**src/rtl/div_recon_8bit_seq.sv**
```systemverilog
// Rebuilds a dividend from quotient, remainder and divisor (Q*B + R) by radix-2
// shift-add over the divisor bits, and flags operand sets no divider could produce.
module div_recon_8bit_seq #(
  parameter int QW = 8,
  parameter int BW = 4
) (
  input  logic             clk,
  input  logic             rst,
  input  logic             in_valid,
  output logic             in_ready,
  input  logic [QW-1:0]    quotient,
  input  logic [QW-1:0]    remainder,
  input  logic [BW-1:0]    divisor,
  output logic             out_valid,
  input  logic             out_ready,
  output logic [QW+BW-1:0] dividend,
  output logic             ovf,
  output logic             rem_err,
  output logic             div_zero
);

  localparam int AW = QW + BW;
  localparam int CW = (BW > 1) ? $clog2(BW) : 1;

  localparam logic [1:0] S_IDLE = 2'd0;
  localparam logic [1:0] S_CALC = 2'd1;
  localparam logic [1:0] S_DONE = 2'd2;

  logic [1:0]    state_q, state_d;
  logic [CW-1:0] cnt_q, cnt_d;
  logic [AW-1:0] acc_q, acc_d;
  logic [AW-1:0] q_q, q_d;
  logic [BW-1:0] b_q, b_d;
  logic          in_ready_q, in_ready_d;
  logic          out_valid_q, out_valid_d;
  logic [AW-1:0] dividend_q, dividend_d;
  logic          ovf_q, ovf_d;
  logic          rem_err_q, rem_err_d;
  logic          div_zero_q, div_zero_d;
  logic [AW-1:0] sum;

  // A legal divider output never exceeds QW bits.
  function automatic logic ovf_of(input logic [AW-1:0] v);
    return |v[AW-1:QW];
  endfunction

  always_comb begin
    state_d     = state_q;
    cnt_d       = cnt_q;
    acc_d       = acc_q;
    q_d         = q_q;
    b_d         = b_q;
    in_ready_d  = in_ready_q;
    out_valid_d = out_valid_q;
    dividend_d  = dividend_q;
    ovf_d       = ovf_q;
    rem_err_d   = rem_err_q;
    div_zero_d  = div_zero_q;
    sum         = acc_q + (b_q[0] ? q_q : '0);
    case (state_q)
      S_IDLE: begin
        if (in_valid) begin
          q_d        = {{BW{1'b0}}, quotient};
          acc_d      = {{BW{1'b0}}, remainder};
          b_d        = divisor;
          cnt_d      = '0;
          div_zero_d = (divisor == '0);
          rem_err_d  = (divisor != '0) && (remainder >= {{(QW-BW){1'b0}}, divisor});
          in_ready_d = 1'b0;
          state_d    = S_CALC;
        end
      end
      S_CALC: begin
        // Divisor shifts right and quotient left, so bit cnt is always at b_q[0].
        acc_d = sum;
        q_d   = q_q << 1;
        b_d   = b_q >> 1;
        cnt_d = cnt_q + CW'(1);
        if (cnt_q == CW'(BW - 1)) begin
          state_d     = S_DONE;
          out_valid_d = 1'b1;
          dividend_d  = sum;
          ovf_d       = ovf_of(sum);
        end
      end
      S_DONE: begin
        if (out_ready) begin
          state_d     = S_IDLE;
          out_valid_d = 1'b0;
          in_ready_d  = 1'b1;
        end
      end
      default: begin
        state_d     = S_IDLE;
        in_ready_d  = 1'b1;
        out_valid_d = 1'b0;
      end
    endcase
  end

  always_ff @(posedge clk) begin
    if (rst) begin
      state_q     <= S_IDLE;
      cnt_q       <= '0;
      in_ready_q  <= 1'b1;
      out_valid_q <= 1'b0;
      dividend_q  <= '0;
      ovf_q       <= 1'b0;
      rem_err_q   <= 1'b0;
      div_zero_q  <= 1'b0;
    end else begin
      state_q     <= state_d;
      cnt_q       <= cnt_d;
      in_ready_q  <= in_ready_d;
      out_valid_q <= out_valid_d;
      dividend_q  <= dividend_d;
      ovf_q       <= ovf_d;
      rem_err_q   <= rem_err_d;
      div_zero_q  <= div_zero_d;
    end
  end

  // Working operands are only meaningful while CALC runs, so they need no reset.
  always_ff @(posedge clk) begin
    acc_q <= acc_d;
    q_q   <= q_d;
    b_q   <= b_d;
  end

  assign in_ready  = in_ready_q;
  assign out_valid = out_valid_q;
  assign dividend  = dividend_q;
  assign ovf       = ovf_q;
  assign rem_err   = rem_err_q;
  assign div_zero  = div_zero_q;

endmodule

```
**config.mk**
```make
export PLATFORM = sky130hd
export DESIGN_NAME = div_recon_8bit_seq
export DESIGN_NICKNAME = d
export VERILOG_FILES = /design/src/rtl/div_recon_8bit_seq.sv
export SDC_FILE = /design/constraint.sdc
export NUM_CORES = 1
export LEC_CHECK = 0
export ABC_AREA = 0
export BUFFER_PORTS_ARGS = -buffer_cell sky130_fd_sc_hd__buf_2
export CORE_MARGIN = 5
export CORE_UTILIZATION = 60
export DETAILED_ROUTE_END_ITERATION = 7
export GPL_TIMING_DRIVEN = 0
export PLACE_DENSITY = 0.92
export SYNTH_ARGS = -nofsm -noshare
export SYNTH_HDL_FRONTEND = slang
export SYNTH_SLANG_ARGS = --single-unit
```
**constraint.sdc**
```tcl
create_clock -name clk -period 4.2 [get_ports clk]
set_input_delay 0.84 -clock clk [delete_from_list [all_inputs] [get_ports clk]]
set_output_delay 0.84 -clock clk [all_outputs]
set_load 0.02 [all_outputs]
```
==> flow_metrics.env, run 1 <==
export IMPL_period_needed_ns=2.84
export IMPL_firstDrtPassIters=4
export IMPL_cts_root_buf="clkbuf_8"
export IMPL_grt_pass1_vias=1979
export IMPL_clkTransAtPathRegs_ns=0.10
export IMPL_cts_tree="done"
export IMPL_cts_buffers=5
export IMPL_syn_to_final_growth_pct=14.4
export IMPL_layout_commonest_cell="nand2_1"
export IMPL_fmax_mhz=353
export IMPL_cts_resized_gates=0
export IMPL_worstRegToRegCells=9
export IMPL_fin_cells=367
export IMPL_maxCapViolCount=0
export IMPL_initial_core_util=0.629
export IMPL_postRouteAntennaNets=0
export IMPL_rows=23
export IMPL_p_int_mw=0.831
export IMPL_hold_violations=0
export IMPL_antenna_found_initial=0
export IMPL_die_y_um=75.4
export IMPL_fin_crit_sh=0.675
export IMPL_pwr_share_comb=0.250
export IMPL_layout_nets=357
export IMPL_cts_setup_buffers=0
export IMPL_tns_ns=0
export IMPL_leakagePower_nw=1.30
export IMPL_port_buffers=40
export IMPL_crit_arrival_ns=3.06
export IMPL_endpoint_kind="flip-flop"
export IMPL_wl_mm=5.76
export IMPL_worstHoldPathCells=2
export IMPL_avgSynthCellArea_sq_um=9.55
export IMPL_post_drt_wl_per_cell_um=15.7
export IMPL_p_sw_frac=0.308
export IMPL_fill_cells=310
export IMPL_ios=41
export IMPL_pwr_share_seq=0.484
export IMPL_drtIter0Drc=195
export IMPL_ys_seq_elements=49
export IMPL_startpoint="b_q[0]"
export IMPL_rsz0062_at_grt="false"
export IMPL_start_kind="flip-flop"
export IMPL_status="complete, no violations"
export IMPL_ys_seq_area_frac=0.491
export IMPL_grt_pass1_wl_mm=9.39
export IMPL_crit_type="flip-flop to flip-flop"
export IMPL_insertion_delay_ns=0.31
export IMPL_syn_area_sq_um=2570
export IMPL_syn_inst=269
export IMPL_clock_skew_ns=0.0138
export IMPL_core_area_sq_um=4090
export IMPL_vias=2092
export IMPL_power_density_nw_per_um2=409
export IMPL_drive_above_1_share=0.189
export IMPL_fin_util=0.719
export IMPL_hold_class="flip-flop to flip-flop"
export IMPL_finalWorstSetupSlack_ns=1.36
export IMPL_track_usage=0.224
export IMPL_drcViolationCount=0
export IMPL_ir_drop_uv=275
export IMPL_worst_pin_slew_ns=1.24
export IMPL_globalplace_congestion=0.840
export IMPL_timing_rr_start="b_q[0]"
export IMPL_synthesis_nets=310
export IMPL_die_w_um=75.4
export IMPL_finalMaxSlewViolations=0
export IMPL_cp_max_fo=10
export IMPL_maxSlewHeadroom=0.170
export IMPL_synth_cell_types=43
export IMPL_setup_viol=0
export IMPL_place_inst=359
export IMPL_final_cell_mix="51 x nand2_1, 41 x buf_2, 28 x edfxtp_1, 21 x nor2_1, 21 x dfxtp_1"
export IMPL_power_frac_clock=0.266
export IMPL_ys_warn_count=0
export IMPL_insertedDiodeCount=0
export IMPL_pre_cts_ws_ns=1.42
export IMPL_hpwl_mm=4.25
export IMPL_cts_path_max_buffers=2
export IMPL_htreeDepth=2
export IMPL_via_per_inst=5.70
export IMPL_cts_sinks=49
export IMPL_dieArea_sq_um=5690
export IMPL_overflow=0
export IMPL_required_ns=4.42
export IMPL_p_switching_mw=0.371
export IMPL_hold_start="dividend[8]"
export IMPL_cts_hold_fix_buffers=0
export IMPL_grt_max_degree=30
final cells by class:
class | count | area (sq um) | area share
clock inverter | 1 | 8.76 | 0.00298
clock buffer | 7 | 97.6 | 0.0332
tap | 50 | 62.6 | 0.0213
inverter | 8 | 30.0 | 0.0102
sequential | 49 | 1260 | 0.429
timing repair buffer | 40 | 200 | 0.0681
multi-input combinational | 201 | 1240 | 0.421
buffer | 11 | 42.5 | 0.0145
cell usage after synthesis:
cell type / count / area share
a221oi_2: 1 / 0.0058
ha_1: 16 / 0.078
or2_2: 2 / 0.0049
a211oi_1: 4 / 0.012
o21ai_0: 13 / 0.025
nand3b_1: 1 / 0.0029
a311oi_1: 1 / 0.0034
xnor2_1: 5 / 0.017
a22oi_1: 1 / 0.0029
nand3_1: 6 / 0.012
a31o_2: 1 / 0.0034
o21a_1: 1 / 0.0029
nor3_1: 3 / 0.0058
nand2_2: 1 / 0.0024
nand4b_1: 1 / 0.0034
xor2_1: 6 / 0.020
fa_1: 1 / 0.0078
clkbuf_1: 10 / 0.015
nand2b_1: 6 / 0.015
edfxtp_1: 28 / 0.33
dfxtp_1: 21 / 0.16
o211ai_2: 1 / 0.0049
nor2_1: 21 / 0.031
mux2_2: 1 / 0.0044
a21oi_1: 20 / 0.039
o21bai_1: 2 / 0.0058
a21o_2: 1 / 0.0034
and2_1: 18 / 0.044
a21o_1: 3 / 0.0088
or4_1: 1 / 0.0029
o2111ai_1: 1 / 0.0034
o221ai_2: 1 / 0.0058
and3_1: 1 / 0.0024
nand4_1: 1 / 0.0024
a21oi_2: 1 / 0.0034
o41ai_1: 1 / 0.0034
nand2_1: 51 / 0.074
a221oi_1: 1 / 0.0034
buf_2: 1 / 0.0019
and4_2: 1 / 0.0039
nor2b_1: 3 / 0.0073
and2_2: 1 / 0.0029
inv_1: 8 / 0.012
power by group through the flow:
stage / clock network [mW] / registers [mW] / logic [mW]
global route: 0.340 / 0.586 / 0.332
detailed placement: 0 / 0.592 / 0.294
floorplan: 0 / 0.588 / 0.213
global placement: 0 / 0.589 / 0.283
CTS: 0.320 / 0.581 / 0.298
finish: 0.320 / 0.581 / 0.301
critical path, cell delays in order (launching register included):
cell and delay [ns]:
edfxtp_1 0.46, clkbuf_1 0.26, and2_1 0.23, fa_1 0.45, a21o_1 0.23, a221oi_2 0.35, o221ai_2 0.18, xor2_1 0.24
nor3_1 0.09, a311oi_1 0.26
per-stage QoR:
stage | power, mW | cell area [sq um] | hold slack [ns]
3_5_place_dp | 0.887 | 2830 | 0.444
2_1_floorplan | 0.801 | 2570 | 0.452
4_1_cts | 1.20 | 2940 | 0.457
3_3_place_gp | 0.872 | 2830 | 0.441
5_1_grt | 1.26 | 2940 | 0.476
6_report | 1.20 | 2940 | 0.460
logic make-up after synthesis:
| kind of cell | Yosys count | synth area share |
|---|---|---|
| buffers and inverters | 19 | 0.0282 |
| adders and majority gates | 17 | 0.0857 |
| muxes | 1 | 0.00438 |
| DFF | 49 | 0.491 |
| and+or+nand+nor | 118 | 0.217 |
| xor gates and xnor gates | 11 | 0.0375 |
| AOI/OAI and AO/OA | 54 | 0.137 |
registers in the layout, indices dropped and copies added (netlist names):
name	flops
acc_q	12
b_q	4
cnt_q	2
div_zero	1
dividend	12
in_ready	1
out_valid	1
ovf	1
q_q	12
rem_err	1
state_q	2
final timing paths:
check           endpoint  slack (ns)
min reg2reg  dividend[8]        0.46
max                  ovf        1.36
min          dividend[8]        0.46
max reg2reg          ovf        1.36
per-layer routing:
metal	vias to the layer above	wire length, um	track usage
met5	-	0	0
met4	0	72	0.0680
met3	6	450	0.0462
met2	69	2880	0.373
met1	987	2360	0.297
li1	1030	-	-
(Power assumes the default switching activity.)
==> inputs of run 2 (changes only) <==
Settings changed: CORE_UTILIZATION 60 to 56, PLACE_DENSITY 0.92 to 0.87.
Clock period 4.2 ns to 2.8 ns, I/O delays scaled along.
==> flow_metrics.env, run 2 (synthesis results as in run 1) <==
export IMPL_status="complete, no violations"
export IMPL_initial_core_util=0.582
export IMPL_drive_above_1_share=0.196
export IMPL_worst_pin_slew_ns=1.21
export IMPL_maxCapViolCount=0
export IMPL_p_sw_frac=0.299
export IMPL_endpoint_kind="flip-flop"
export IMPL_syn_to_final_growth_pct=15.5
export IMPL_cts_buffers=5
export IMPL_p_total_mw=1.82
export IMPL_layout_commonest_cell="nand2_1"
export IMPL_cp_max_fo=10
export IMPL_wl_met1_mm=2.36
export IMPL_pwr_share_comb=0.251
export IMPL_hold_class="flip-flop to flip-flop"
export IMPL_cts_tree="done"
export IMPL_crit_chain="clkbuf_1 -> and2_1 -> fa_1 -> a21o_1 -> a221oi_4 -> o221ai_2 -> xor2_2 -> and2_2"
export IMPL_layout_nets=357
export IMPL_fin_util=0.672
export IMPL_maxSlewHeadroom=0.193
export IMPL_cts_root_buf="clkbuf_8"
export IMPL_insertedDiodeCount=0
export IMPL_hold_violations=0
export IMPL_finalMaxSlewViolations=0
export IMPL_cpPeakStageDelay_ns=0.45
export IMPL_clock_skew_ns=0.00690
export IMPL_pwr_share_seq=0.479
export IMPL_drtIter0Drc=104
export IMPL_rows=24
export IMPL_tns_ns=0
export IMPL_cts_path_max_buffers=2
export IMPL_crit_type="flip-flop to flip-flop"
export IMPL_antenna_found_initial=0
export IMPL_clkTransAtPathRegs_ns=0.09
export IMPL_p_switching_mw=0.543
export IMPL_required_ns=2.87
export IMPL_port_buffers=40
export IMPL_fin_crit_sh=0.939
export IMPL_p_int_mw=1.27
export IMPL_drcViolationCount=0
export IMPL_highest_layer="met4"
export IMPL_cts_sinks=49
export IMPL_final_cell_mix="51 x nand2_1, 41 x buf_2, 28 x edfxtp_1, 21 x nor2_1, 21 x dfxtp_1"
export IMPL_globalplace_congestion=0.838
export IMPL_post_drt_wl_per_cell_um=14.9
export IMPL_htreeDepth=2
export IMPL_setup_viol=0
export IMPL_rsz0062_at_grt="false"
export IMPL_period_needed_ns=2.63
export IMPL_route_met2_wl_mm=2.80
export IMPL_die_y_um=77.7
export IMPL_firstDrtPassIters=4
export IMPL_track_usage=0.192
export IMPL_power_frac_clock=0.271
export IMPL_wl_mm=5.49
export IMPL_crit_path_top_delay_cell="edfxtp_1"
export IMPL_dieArea_sq_um=6040
export IMPL_placedInstanceArea_sq_um=2840
export IMPL_postRouteAntennaNets=0
export IMPL_die_w_um=77.7
export IMPL_grt_max_degree=30
export IMPL_stdcell_area_sq_um=2970
export IMPL_ios=41
export IMPL_grt_pass1_vias=2137
export IMPL_overflow=0
export IMPL_via_per_inst=5.62
export IMPL_core_area_sq_um=4410
export IMPL_ir_drop_uv=318
export IMPL_grt_pass1_wl_mm=9.37
export IMPL_fmax_mhz=380
export IMPL_crit_arrival_ns=2.70
export IMPL_vias=2075
export IMPL_insertion_delay_ns=0.30
export IMPL_start_kind="flip-flop"
export IMPL_hpwl_mm=4.20
export IMPL_power_density_nw_per_um2=613
export IMPL_met3_length_um=245
export IMPL_leakagePower_nw=1.30
==> run 2: cell types whose count changed in the layout (fill, tap and decap cells not counted), sizes merged <==
cell / delta
clkinv: -1
inv: +1
==> run 2: final cells by class <==
class,count,area [sq um]
Timing Repair Buffer,40,200
Clock buffer,7,108
Clock inverter,1,6.26
Inverter,8,30.0
Sequential cell,49,1260
Multi-Input combinational cell,201,1250
Tap cell,52,65.1
Buffer,11,42.5
Fill cell,363,1450
==> run 2: per-stage QoR <==
stage          hold slack [ns]  std cells  setup WS, ns
2_1_floorplan            0.452        269         0.442
3_3_place_gp             0.440        361         0.162
3_5_place_dp             0.449        361         0.116
4_1_cts                  0.461        369        0.0702
5_1_grt                  0.480        369        0.0178
6_report                 0.460        369         0.170
==> run 2: path summary, 6_finish.rpt <==
| kind | slack (ns) | startpoint | to | depth (start not counted) |
|---|---|---|---|---|
| max reg2reg | 0.17 | b_q[0] | acc_q[10] | 8 |
| min | 0.46 | dividend[1] | dividend[1] | 2 |
| max | 0.17 | b_q[0] | acc_q[10] | 8 |
| min reg2reg | 0.46 | dividend[1] | dividend[1] | 2 |
==> run 2: power by group through the flow <==
stage	Sequential, mW	Combinational (mW)	Clock [mW]
4_1_cts	0.871	0.443	0.501
3_5_place_dp	0.887	0.439	0
2_1_floorplan	0.882	0.320	0
3_3_place_gp	0.883	0.422	0
6_report	0.870	0.456	0.492
5_1_grt	0.878	0.511	0.541
==> run 2: metal layers <==
metal	track usage	up-vias
li1	-	1022
met3	0.0394	8
met4	0.0704	0
met1	0.231	996
met5	0	-
met2	0.337	49
==> run 2: critical path, delay by kind of cell, from the launching register on <==
family / cells / cell delay [ns]
AO/OA/AOI/OAI: 3 / 0.73
XOR/XNOR: 1 / 0.18
adder cells (fa/ha/maj): 1 / 0.44
buffers and inverters: 1 / 0.21
flip-flops: 1 / 0.45
AND/OR/NAND/NOR: 2 / 0.40
==> run 2: what timing repair did <==
| action | CTS | global route |
|---|---|---|
| hold buffers | 0 | 0 |
| gates resized for setup | 0 | 2 |
| setup endpoints to repair | 0 | 2 |
| buffers inserted | 0 | 0 |
==> inputs of run 3 (changes only) <==
Settings changed: ABC_AREA 0 to 1, CORE_UTILIZATION 56 to 57, PLACE_DENSITY 0.87 to 0.88.
==> flow_metrics.env, run 3 <==
export IMPL_status="complete, no violations"
export IMPL_htreeDepth=2
export IMPL_core_area_sq_um=4690
export IMPL_globalplace_congestion=0.949
export IMPL_avgSynthCellArea_sq_um=7.82
export IMPL_drtIter0Drc=160
export IMPL_overflow=0
export IMPL_cts_tree="done"
export IMPL_fin_crit_sh=0.803
export IMPL_synth_most_common_cell="nand2_1"
export IMPL_crit_type="flip-flop to flip-flop"
export IMPL_syn_to_final_growth_pct=13.7
export IMPL_finalMaxSlewViolations=0
export IMPL_postRouteAntennaNets=0
export IMPL_setup_viol=0
export IMPL_yosysTopAreaCell="edfxtp_1"
export IMPL_crit_chain="clkbuf_1 -> nand2_1 -> inv_1 -> fa_1 -> nand2_1 -> nand3_1 -> nand2_1 -> o21ai_1 -> xor2_1 -> nand2_1 -> nand2_1"
export IMPL_ys_seq_elements=49
export IMPL_place_inst=441
export IMPL_vias=2327
export IMPL_insertedDiodeCount=0
export IMPL_post_drt_wl_per_cell_um=12.8
export IMPL_clkTransAtPathRegs_ns=0.09
export IMPL_leakagePower_nw=1.64
export IMPL_multi_input_area_sq_um=1200
export IMPL_synth_commonest_cells="119 x nand2_1, 53 x inv_1, 28 x edfxtp_1, 25 x nor2_1, 21 x dfxtp_1"
export IMPL_ios=41
export IMPL_cpPeakStageDelay_ns=0.47
export IMPL_cts_path_max_buffers=2
export IMPL_cts_buffers=5
export IMPL_ys_warn_count=0
export IMPL_port_buffers=39
export IMPL_power_density_nw_per_um2=579
export IMPL_hold_violations=0
export IMPL_stdcell_area_sq_um=3090
export IMPL_pwr_share_seq=0.486
export IMPL_cts_hold_fix_buffers=0
export IMPL_fill_cells=418
export IMPL_async_flop_share=0
export IMPL_initial_core_util=0.580
export IMPL_crit_buf_inv=2
export IMPL_endpoint_kind="flip-flop"
export IMPL_cts_root_buf="clkbuf_8"
export IMPL_antenna_found_initial=0
export IMPL_track_usage=0.197
export IMPL_synthesis_nets=389
export IMPL_firstDrtPassIters=4
export IMPL_cts_resized_gates=0
export IMPL_via_per_inst=5.18
export IMPL_synthFlopType="edfxtp_1"
export IMPL_seq_area_sq_um=1260
export IMPL_placedInstanceArea_sq_um=2980
export IMPL_crit_arrival_ns=2.31
export IMPL_dieArea_sq_um=6260
export IMPL_wl_mm=5.76
export IMPL_power_frac_clock=0.264
export IMPL_start_kind="flip-flop"
export IMPL_fin_cells=449
export IMPL_worst_pin_slew_ns=1.10
export IMPL_p_total_mw=1.79
export IMPL_rsz0062_at_grt="false"
export IMPL_drive_above_1_share=0.144
export IMPL_synth_area_leaders="edfxtp_1 31%, nand2_1 16%, dfxtp_1 15%, ha_1 7.4%, inv_1 7.3%"
export IMPL_required_ns=2.86
export IMPL_die_w_um=79.1
export IMPL_crit_top_cell="nand2_1"
export IMPL_insertion_delay_ns=0.30
export IMPL_rows=25
export IMPL_cp_max_fo=10
export IMPL_cts_sinks=49
export IMPL_p_int_mw=1.22
export IMPL_maxCapViolCount=0
export IMPL_syn_inst=348
export IMPL_critPathTopFamily="simple AND/OR/NAND/NOR gates"
export IMPL_layout_commonest_cell="nand2_1"
export IMPL_pre_cts_ws_ns=0.585
export IMPL_yosysTopAreaCellShare=0.309
export IMPL_tns_ns=0
export IMPL_syn_area_sq_um=2720
export IMPL_p_switching_mw=0.566
export IMPL_clock_skew_ns=0.00503
export IMPL_final_cell_mix="119 x nand2_1, 53 x inv_1, 40 x buf_2, 28 x edfxtp_1, 25 x nor2_1"
export IMPL_layout_nets=435
export IMPL_grt_max_degree=30
export IMPL_pwr_share_comb=0.250
export IMPL_hpwl_mm=4.49
export IMPL_ir_drop_uv=323
export IMPL_period_needed_ns=2.25
export IMPL_drcViolationCount=0
export IMPL_finalWorstSetupSlack_ns=0.551
export IMPL_p_sw_frac=0.316
export IMPL_cts_setup_buffers=0
export IMPL_grt_pass1_vias=2327
export IMPL_hold_class="flip-flop to flip-flop"
export IMPL_synth_cell_types=29
export IMPL_grt_pass1_wl_mm=9.85
export IMPL_fmax_mhz=445
export IMPL_synth_edf_count=28
export IMPL_crit_path_top_delay_cell="fa_1"
export IMPL_ys_seq_area_frac=0.463
export IMPL_maxSlewHeadroom=0.265
export IMPL_die_y_um=79.1
run 3: cell types whose count changed in the layout (fill, tap and decap cells not counted), moves of 5 or more:
| cell | before | now |
|---|---|---|
| xnor2_1 | 5 | 0 |
| nand2b_1 | 6 | 0 |
| nand2_1 | 51 | 119 |
| nand3_1 | 6 | 15 |
| and2_1 | 18 | 0 |
| inv_1 | 8 | 53 |
| clkbuf_1 | 10 | 5 |
run 3: kinds of logic after synthesis:
kind of cell | Yosys count | share of synthesized area
compound gates | 42 | 0.0874
xor+xnor | 6 | 0.0193
fa+ha+maj | 17 | 0.0809
buf+inv | 65 | 0.0943
flops | 49 | 0.463
simple gates | 169 | 0.255
run 3: through the flow:
step / hold slack, ns / utilization
after global placement: 0.427 / 0.636
after CTS: 0.468 / 0.659
after floorplan: 0.432 / -
after detailed placement: 0.448 / 0.636
after global routing: 0.501 / 0.659
final: 0.469 / 0.659
run 3: worst paths after layout:
kind / from / to / slack (ns) / depth (start not counted)
worst min-delay path: out_valid / out_valid / 0.47 / 1
worst max register to register: b_q[0] / acc_q[6] / 0.55 / 11
worst min register to register: out_valid / out_valid / 0.47 / 1
worst max-delay path: b_q[0] / acc_q[6] / 0.55 / 11
run 3: area by class of cell:
cell class,instances,area share
repair buffers,39,0.0631
multi-input cells,234,0.389
clock inverters,2,0.00485
clock buffers,6,0.0303
flip-flops and latches,49,0.408
well taps,54,0.0218
plain buffers,9,0.0150
inverters,56,0.0680
run 3: power groups by stage:
stage / Clock (mW) / Combinational [mW] / Sequential, mW
2_1_floorplan: 0 / 0.323 / 0.882
3_5_place_dp: 0 / 0.442 / 0.886
5_1_grt: 0.520 / 0.509 / 0.876
6_report: 0.473 / 0.448 / 0.869
3_3_place_gp: 0 / 0.425 / 0.882
4_1_cts: 0.486 / 0.446 / 0.870
run 3: routing by layer:
| layer | GRT usage | vias up | wire, um |
|---|---|---|---|
| met5 | 0 | - | 0 |
| met4 | 0.0722 | 0 | 97 |
| met3 | 0.0374 | 6 | 331 |
| met2 | 0.333 | 69 | 2900 |
| met1 | 0.251 | 1053 | 2440 |
| li1 | - | 1199 | - |
